--- src/rtl/pipeline_hazard_controller.sv ---
// Hazard and stall scheduler for the 5-stage Tessia pipeline.
// Produces Execute operand forwarding selects, stage stall/flush enables,
// a data-memory wait-state FSM with timeout, and saturating event counters.
module pipeline_hazard_controller #(
    parameter int unsigned REG_ADDR_W  = 4,
    parameter int unsigned CNT_W       = 32,
    parameter int unsigned MEM_TIMEOUT = 16
) (
    input  logic                  clk,
    input  logic                  reset,
    input  logic [REG_ADDR_W-1:0] Ra1D,
    input  logic [REG_ADDR_W-1:0] Ra2D,
    input  logic [REG_ADDR_W-1:0] Ra1E,
    input  logic [REG_ADDR_W-1:0] Ra2E,
    input  logic [REG_ADDR_W-1:0] WA3E,
    input  logic [REG_ADDR_W-1:0] WA3M,
    input  logic [REG_ADDR_W-1:0] WA3W,
    input  logic                  RegWriteE,
    input  logic                  RegWriteM,
    input  logic                  RegWriteW,
    input  logic                  MemtoRegE,
    input  logic                  PCWrPendingF,
    input  logic                  BranchTakenE,
    input  logic                  PCSrcW,
    input  logic                  MemReqM,
    input  logic                  MemAckM,
    output logic [1:0]            ForwardAE,
    output logic [1:0]            ForwardBE,
    output logic                  StallF,
    output logic                  StallD,
    output logic                  StallE,
    output logic                  StallM,
    output logic                  FlushD,
    output logic                  FlushE,
    output logic                  MemTimeout,
    output logic [CNT_W-1:0]      StallCount,
    output logic [CNT_W-1:0]      FlushCount
);

    localparam int unsigned WCNT_W = $clog2(MEM_TIMEOUT + 1);

    // R15 is the PC; it is never forwarded.
    localparam logic [REG_ADDR_W-1:0] PC_REG    = REG_ADDR_W'(15);
    localparam logic [WCNT_W-1:0]     WAIT_LAST = WCNT_W'(MEM_TIMEOUT - 1);

    localparam logic [1:0] FWD_RF  = 2'b00;
    localparam logic [1:0] FWD_WB  = 2'b01;
    localparam logic [1:0] FWD_MEM = 2'b10;

    typedef enum logic [1:0] {
        ST_IDLE  = 2'd0,
        ST_WAIT  = 2'd1,
        ST_ERROR = 2'd2
    } mem_state_t;

    mem_state_t          state_q, state_d;
    logic [WCNT_W-1:0]   wait_cnt_q, wait_cnt_d;
    logic                timeout_q, timeout_d;
    logic [CNT_W-1:0]    stall_cnt_q, stall_cnt_d;
    logic [CNT_W-1:0]    flush_cnt_q, flush_cnt_d;

    logic                mem_stall;
    logic                ldr_stall;

    // RegWriteE belongs to the stage interface but no hazard term depends on it.
    logic                unused_regwrite_e;
    assign unused_regwrite_e = RegWriteE;

    // Memory-stage result wins over Writeback since it is the younger write.
    function automatic logic [1:0] fwd_sel(input logic [REG_ADDR_W-1:0] ra);
        logic [1:0] sel;
        sel = FWD_RF;
        if (ra != PC_REG) begin
            if (RegWriteM && (WA3M == ra)) begin
                sel = FWD_MEM;
            end else if (RegWriteW && (WA3W == ra)) begin
                sel = FWD_WB;
            end
        end
        return sel;
    endfunction

    // Execute-stage operand forwarding selects.
    always_comb begin
        ForwardAE = fwd_sel(Ra1E);
        ForwardBE = fwd_sel(Ra2E);
    end

    // Load-use hazard: Decode reads the register a load in Execute will write.
    always_comb begin
        ldr_stall = MemtoRegE && ((WA3E == Ra1D) || (WA3E == Ra2D));
    end

    // Memory wait-state FSM next state and the stall it imposes this cycle.
    always_comb begin
        state_d    = state_q;
        wait_cnt_d = wait_cnt_q;
        timeout_d  = timeout_q;
        mem_stall  = 1'b0;
        case (state_q)
            ST_IDLE: begin
                if (MemReqM && !MemAckM) begin
                    mem_stall  = 1'b1;
                    state_d    = ST_WAIT;
                    wait_cnt_d = WCNT_W'(1);
                end
            end
            ST_WAIT: begin
                if (MemAckM) begin
                    state_d    = ST_IDLE;
                    wait_cnt_d = '0;
                end else begin
                    mem_stall = 1'b1;
                    if (wait_cnt_q == WAIT_LAST) begin
                        state_d   = ST_ERROR;
                        timeout_d = 1'b1;
                    end else begin
                        wait_cnt_d = wait_cnt_q + WCNT_W'(1);
                    end
                end
            end
            ST_ERROR: begin
                mem_stall = 1'b1;
            end
            default: begin
                state_d = ST_IDLE;
            end
        endcase
    end

    // Stall/flush enables; a memory stall freezes everything and suppresses flushes.
    always_comb begin
        if (mem_stall) begin
            StallF = 1'b1;
            StallD = 1'b1;
            StallE = 1'b1;
            StallM = 1'b1;
            FlushD = 1'b0;
            FlushE = 1'b0;
        end else begin
            StallF = ldr_stall | PCWrPendingF;
            StallD = ldr_stall;
            StallE = 1'b0;
            StallM = 1'b0;
            FlushD = PCWrPendingF | PCSrcW | BranchTakenE;
            FlushE = ldr_stall | BranchTakenE;
        end
    end

    // Saturating performance counter next values.
    always_comb begin
        stall_cnt_d = stall_cnt_q;
        flush_cnt_d = flush_cnt_q;
        if (StallF && (stall_cnt_q != '1)) begin
            stall_cnt_d = stall_cnt_q + CNT_W'(1);
        end
        if ((FlushD || FlushE) && (flush_cnt_q != '1)) begin
            flush_cnt_d = flush_cnt_q + CNT_W'(1);
        end
    end

    // State, timeout flag and counters; asynchronous active-low clear.
    always_ff @(posedge clk or negedge reset) begin
        if (!reset) begin
            state_q     <= ST_IDLE;
            wait_cnt_q  <= '0;
            timeout_q   <= 1'b0;
            stall_cnt_q <= '0;
            flush_cnt_q <= '0;
        end else begin
            state_q     <= state_d;
            wait_cnt_q  <= wait_cnt_d;
            timeout_q   <= timeout_d;
            stall_cnt_q <= stall_cnt_d;
            flush_cnt_q <= flush_cnt_d;
        end
    end

    assign MemTimeout = timeout_q;
    assign StallCount = stall_cnt_q;
    assign FlushCount = flush_cnt_q;

endmodule

--- config.mk ---
export PLATFORM = sky130hd
export DESIGN_NAME = pipeline_hazard_controller
export DESIGN_NICKNAME = d
export VERILOG_FILES = /design/src/rtl/pipeline_hazard_controller.sv
export SDC_FILE = /design/constraint.sdc
export NUM_CORES = 1
export LEC_CHECK = 0
export ABC_CLOCK_PERIOD_IN_PS = 2100
export BUFFER_PORTS_ARGS = -buffer_cell sky130_fd_sc_hd__buf_2
export CAP_MARGIN = 20
export CORE_MARGIN = 10
export CORE_UTILIZATION = 49
export CTS_BUF_LIST = sky130_fd_sc_hd__clkbuf_4 sky130_fd_sc_hd__clkbuf_8
export DETAILED_ROUTE_END_ITERATION = 6
export PLACE_DENSITY = 0.82
export SLEW_MARGIN = 0
export SYNTH_ARGS = -nofsm -noshare
export SYNTH_HDL_FRONTEND = slang
export SYNTH_SLANG_ARGS = --single-unit
--- constraint.sdc ---
create_clock -name clk -period 2.1 [get_ports clk]
set_input_delay 0.105 -clock clk [delete_from_list [all_inputs] [get_ports clk]]
set_output_delay 0.105 -clock clk [all_outputs]
set_load 0.05 [all_outputs]
==> results.md <==
- Derived from the worst setup path, the maximum achievable clock frequency is 0.472 GHz.
- The number of global-route vias before repair was 3553.
- Summing all non-filler instances in the final layout gives an area of 5210 um^2.
- The setup clock skew after layout is 10.2 ps.
- Of the total power, combinational logic draws 37.0%.
- The estimated wirelength of the detail-placed design is 8.11 mm.
- Once layout is complete, the utilization of the core stands at 67.5%.
- Clock-pin slew was measured on the worst setup and hold paths at 70 ps.
- The worst setup timing slack at the placement stage is -16.7 ps.
- Summed over all nets, the switching power comes to 2.02 mW.
- The top cell types in the final layout, fill and taps aside, are 111 x sky130_fd_sc_hd__buf_2, 48 x sky130_fd_sc_hd__dfrtp_1, 46 x sky130_fd_sc_hd__xor2_1, 37 x sky130_fd_sc_hd__xnor2_1.
- The share of the clock period used by the worst path after layout is 101%.
- The number of antenna violations at the first check in global routing is 0.
- The core region is 7730 um^2.
- The slowest library cell on the worst path is sky130_fd_sc_hd__or4_4.
- The placed standard-cell area is 4850 um^2.
- After synthesis the cells add up to 3900 um^2.
- The main combinational cell family by area after synthesis is simple AND/OR/NAND/NOR gates.
- The kind of end point of the critical path is a register.
- The peak fanout along the critical path is 7.
- The worst pin sits at a relative slew slack of 68.9%.
- The final layout contains 580 nets.
- After detailed routing, the number of remaining DRC violations is 0.
- Sequential cells were found to cover 46.2% of the synthesized design area.
- TritonCTS built the clock tree.
- Once the floorplan was initialized, standard cells occupied 50.4% of the core.
- The pin count of the biggest net entering global routing is 73.
- CTS built an H-tree with a depth of 3.
- On the worst path, the slowest cell contributes a delay of 560 ps.
- The CTS sink count is 72.
- The leakage power of the design is 2.42 nW.
- Summing the areas of all and, or, nand and nor instances in the mapped netlist gives 26.9% of the synthesized area.
- The run finished, with violations left.
- The number of vias in the routed layout is 3566.
- The worst hold path belongs to the class in2reg.
- The later pin in the worst-skew pair is clocked with a latency of 350 ps.
- Summing the areas of all fa, ha and maj instances in the mapped netlist gives 1.28% of the synthesized area.
- For flop-to-flop paths, the worst setup slack is -20 ps.
- The mean instance size in the synthesized netlist is 10.0 um^2.
- The congestion estimate from routability-driven global placement came to 0.849.
- Dividing the detail-routed wire length by the instance count gives 17.0 um.
- Summing the areas of all compound-gate instances in the mapped netlist gives 3.37% of the synthesized area.
- The chip width is 109 um.
- The final reports fail on negative setup slack.
- In this run, the clock network consumes 24.7% of the power.
- The count of different cell masters after synthesis is 43.
- The worst vdd rail ir drop is 0.916 mV.
- The number of pins exceeding their max-slew limit in the final report came to 0.
- The count of final hold-check violations is 0.
- The count of yosys warnings during synthesis is 0.
- The share of total power dissipated in sequential elements is 38.3%.
- The synthesized design contains 72 register bits.
- Yosys attributes the largest share of cell area to sky130_fd_sc_hd__dfrtp_1 46%, sky130_fd_sc_hd__xor2_1 10%, sky130_fd_sc_hd__xnor2_1 8.5%, sky130_fd_sc_hd__nand4_1 4.5%, sky130_fd_sc_hd__nand3_1 4.4%.
- The total congestion overflow is 0.
- Max-cap violations in this run came to 0.
- The first detailed-routing pass took 4 iterations.
- Setup total negative slack on the finished layout was measured at -45.9 ps.
- The signal on the critical path passes through ha_4 > inv_2 > or4_4 > nor4_4 > a21oi_4 > buf_6 > nand4_1 > xnor2_1.
- In the global route stage, overall resource usage came out at 17.7%.
- The post-detailed-route count of antenna-violating nets is 0.
- The mux cell area share after synthesis is 0.835%.
- Including well taps, the total number of placed cells is 621.
- The critical path contains buffers and inverters numbering 2 combined.
- For this design the ratio of total power to cell area is 936 nW/um^2.
- STA classifies the critical path startpoint as a register.
- The count of filler cells inserted in the layout is 596.
- Setup violations remaining at the end of the flow were counted as 6.
- The maximum clock insertion buffer count is 2.
- The largest total area in the synthesized netlist belongs to sky130_fd_sc_hd__dfrtp_1.
- After floorplanning, the core was divided into 32 placement rows.
- The first-pass GRT wire length is 17.2 mm.
- On the final layout, the worst hold slack is 23.3 ps.
- The number of placed I/O pins is 114.
- The critical path's top delay family is simple AND/OR/NAND/NOR gates.
- Internal power comes to 2.86 mW.
- Summed over its instances, the top area cell type makes up 46.2% of the synthesized netlist area.
- Of the total power, the share spent switching nets is 41.3%.
- The total wire length after detailed routing is 10.9 mm.
- The area of the die is 11900 um^2.
- The transition time at the pin with the least slew margin is 465 ps.
- Buffers placed on the I/O ports in this run total 112.
- Synthesis produced a netlist with a net count of 432.
- The worst setup slack after layout is -17.0 ps.
- The tree is rooted in a sky130_fd_sc_hd__clkbuf_8.
- The CTS buffer count is 9.
- Setup repair after global routing could not meet its margin everywhere.
- Data arrives at the worst endpoint at 2370 ps.
- The commonest non-fill, non-tap cell in the layout is sky130_fd_sc_hd__buf_2.
- The power after layout is 4.88 mW.
- 0 antenna diodes ended up in the layout.
- Compared with the post-synthesis result, the final layout area differs by 33.7%.
- The synthesized netlist devotes 18.9% of its cell area to XOR and XNOR gates.
- The finished layout holds 644 standard cells, fillers aside.
- For this block, the initial DRC count from the detailed router was 145.
- The via density per instance is 5.54.
- The setup path with the least slack is of type reg2reg.
- In the synthesized netlist, the number of instances is 389.
- The required arrival time at the worst endpoint is 2360 ps.
- In the final layout, the share of cells above drive strength 1 is 39.5%.
- In this run the vertical extent of the chip is 109 um.
- The time the worst path needs with I/O delays and setup is 2120 ps.
-- logic make-up (layout without fill, tap and decap cells) --
logic type,Yosys count,after routing
simple gates,186,186
xor+xnor,84,84
flops,72,72
compound gates,21,21
buf+inv,19,172
fa+ha+maj,4,4
mux,3,3
-- registers in the layout (all words and copies together), names as in the netlist --
name / count
FlushCount: 32
MemTimeout: 1
StallCount: 32
state_q: 2
wait_cnt_q: 5
-- Yosys cell counts --
cell type,count
sky130_fd_sc_hd__dfrtp_1,72
sky130_fd_sc_hd__and4_1,6
sky130_fd_sc_hd__nor4_1,16
sky130_fd_sc_hd__nand4_2,1
sky130_fd_sc_hd__buf_6,2
sky130_fd_sc_hd__clkbuf_1,1
sky130_fd_sc_hd__nor3_1,15
sky130_fd_sc_hd__or3b_1,1
sky130_fd_sc_hd__xor2_1,46
sky130_fd_sc_hd__nand2_1,28
sky130_fd_sc_hd__a41oi_1,2
sky130_fd_sc_hd__xnor2_1,38
sky130_fd_sc_hd__mux2_1,2
sky130_fd_sc_hd__ha_1,4
sky130_fd_sc_hd__o21ai_0,4
sky130_fd_sc_hd__or4_1,2
sky130_fd_sc_hd__inv_1,9
sky130_fd_sc_hd__nand4_1,28
sky130_fd_sc_hd__nor4b_1,1
sky130_fd_sc_hd__nand3_2,1
sky130_fd_sc_hd__nand2b_1,4
sky130_fd_sc_hd__or2_1,1
sky130_fd_sc_hd__a31oi_1,1
sky130_fd_sc_hd__nor4_2,1
sky130_fd_sc_hd__o32ai_1,1
sky130_fd_sc_hd__o31a_1,1
sky130_fd_sc_hd__and2_1,4
sky130_fd_sc_hd__inv_2,1
sky130_fd_sc_hd__nor4_4,1
sky130_fd_sc_hd__o211ai_1,1
sky130_fd_sc_hd__nor3b_1,3
sky130_fd_sc_hd__nand4b_1,1
sky130_fd_sc_hd__a21oi_1,5
sky130_fd_sc_hd__mux2i_1,1
sky130_fd_sc_hd__buf_2,5
sky130_fd_sc_hd__a22o_1,1
sky130_fd_sc_hd__buf_4,1
sky130_fd_sc_hd__nand3_1,34
sky130_fd_sc_hd__o21ai_1,4
sky130_fd_sc_hd__and3_1,20
sky130_fd_sc_hd__nor2_1,17
sky130_fd_sc_hd__nor2b_1,1
sky130_fd_sc_hd__a21oi_2,1
-- power groups by stage --
stage                     clock, mW  combinational (mW)  sequential (mW)
after floorplan                   0               0.570             2.48
after global placement            0                1.67             1.88
after detailed placement          0                1.72             1.90
after CTS                      1.23                1.73             1.87
after global routing           1.30                1.93             1.90
final                          1.21                1.81             1.87
-- layer usage --
| layer | vias to the layer above | global-route usage [%] | share of wire (%) |
|---|---|---|---|
| met2 | 98 | 30.6 | 54 |
| met1 | 1767 | 20.7 | 39 |
| met5 | - | 0 | 0 |
| met4 | 0 | 3.53 | 0.55 |
| met3 | 8 | 6.19 | 6.6 |
| li1 | 1693 | - | - |
-- worst paths after layout --
kind / start / endpoint / cells past startpoint
max: FlushCount[0]$_DFFE_PN0P_ / FlushCount[10]$_DFFE_PN0P_ / 8
min: MemAckM / state_q[0]$_DFFE_PN0P_ / 2
max reg2reg: FlushCount[0]$_DFFE_PN0P_ / FlushCount[10]$_DFFE_PN0P_ / 8
min reg2reg: FlushCount[12]$_DFFE_PN0P_ / FlushCount[12]$_DFFE_PN0P_ / 1
max in group asynchronous: reset / FlushCount[4]$_DFFE_PN0P_ / 3
min in group asynchronous: reset / StallCount[25]$_DFFE_PN0P_ / 3
-- repair_timing --
action	in CTS	in global routing
hold endpoints to repair	72	0
setup endpoints to repair	6	23
setup buffers	0	6
pin swaps	0	14
resized for setup	2	20
hold buffers	1	0
-- worst register-to-register path, delay by kind of cell, from the launching register on --
family	cells	cell delay [ps]
XOR/XNOR	1	130
buffers and inverters	2	210
flip-flops	1	410
AO/OA/AOI/OAI	1	120
adder cells (fa/ha/maj)	1	150
AND/OR/NAND/NOR	3	1020
-- layout make-up --
class	count	area (um^2)	area share [%]
flip-flops and latches	72	1830	35.1
clock inverters	6	82.6	1.58
repair buffers	146	861	16.5
inverters	10	43.8	0.840
well taps	102	128	2.45
clock buffers	10	138	2.64
multi-input cells	298	2130	40.8
No activity file was read; power rests on OpenSTA's default activity.
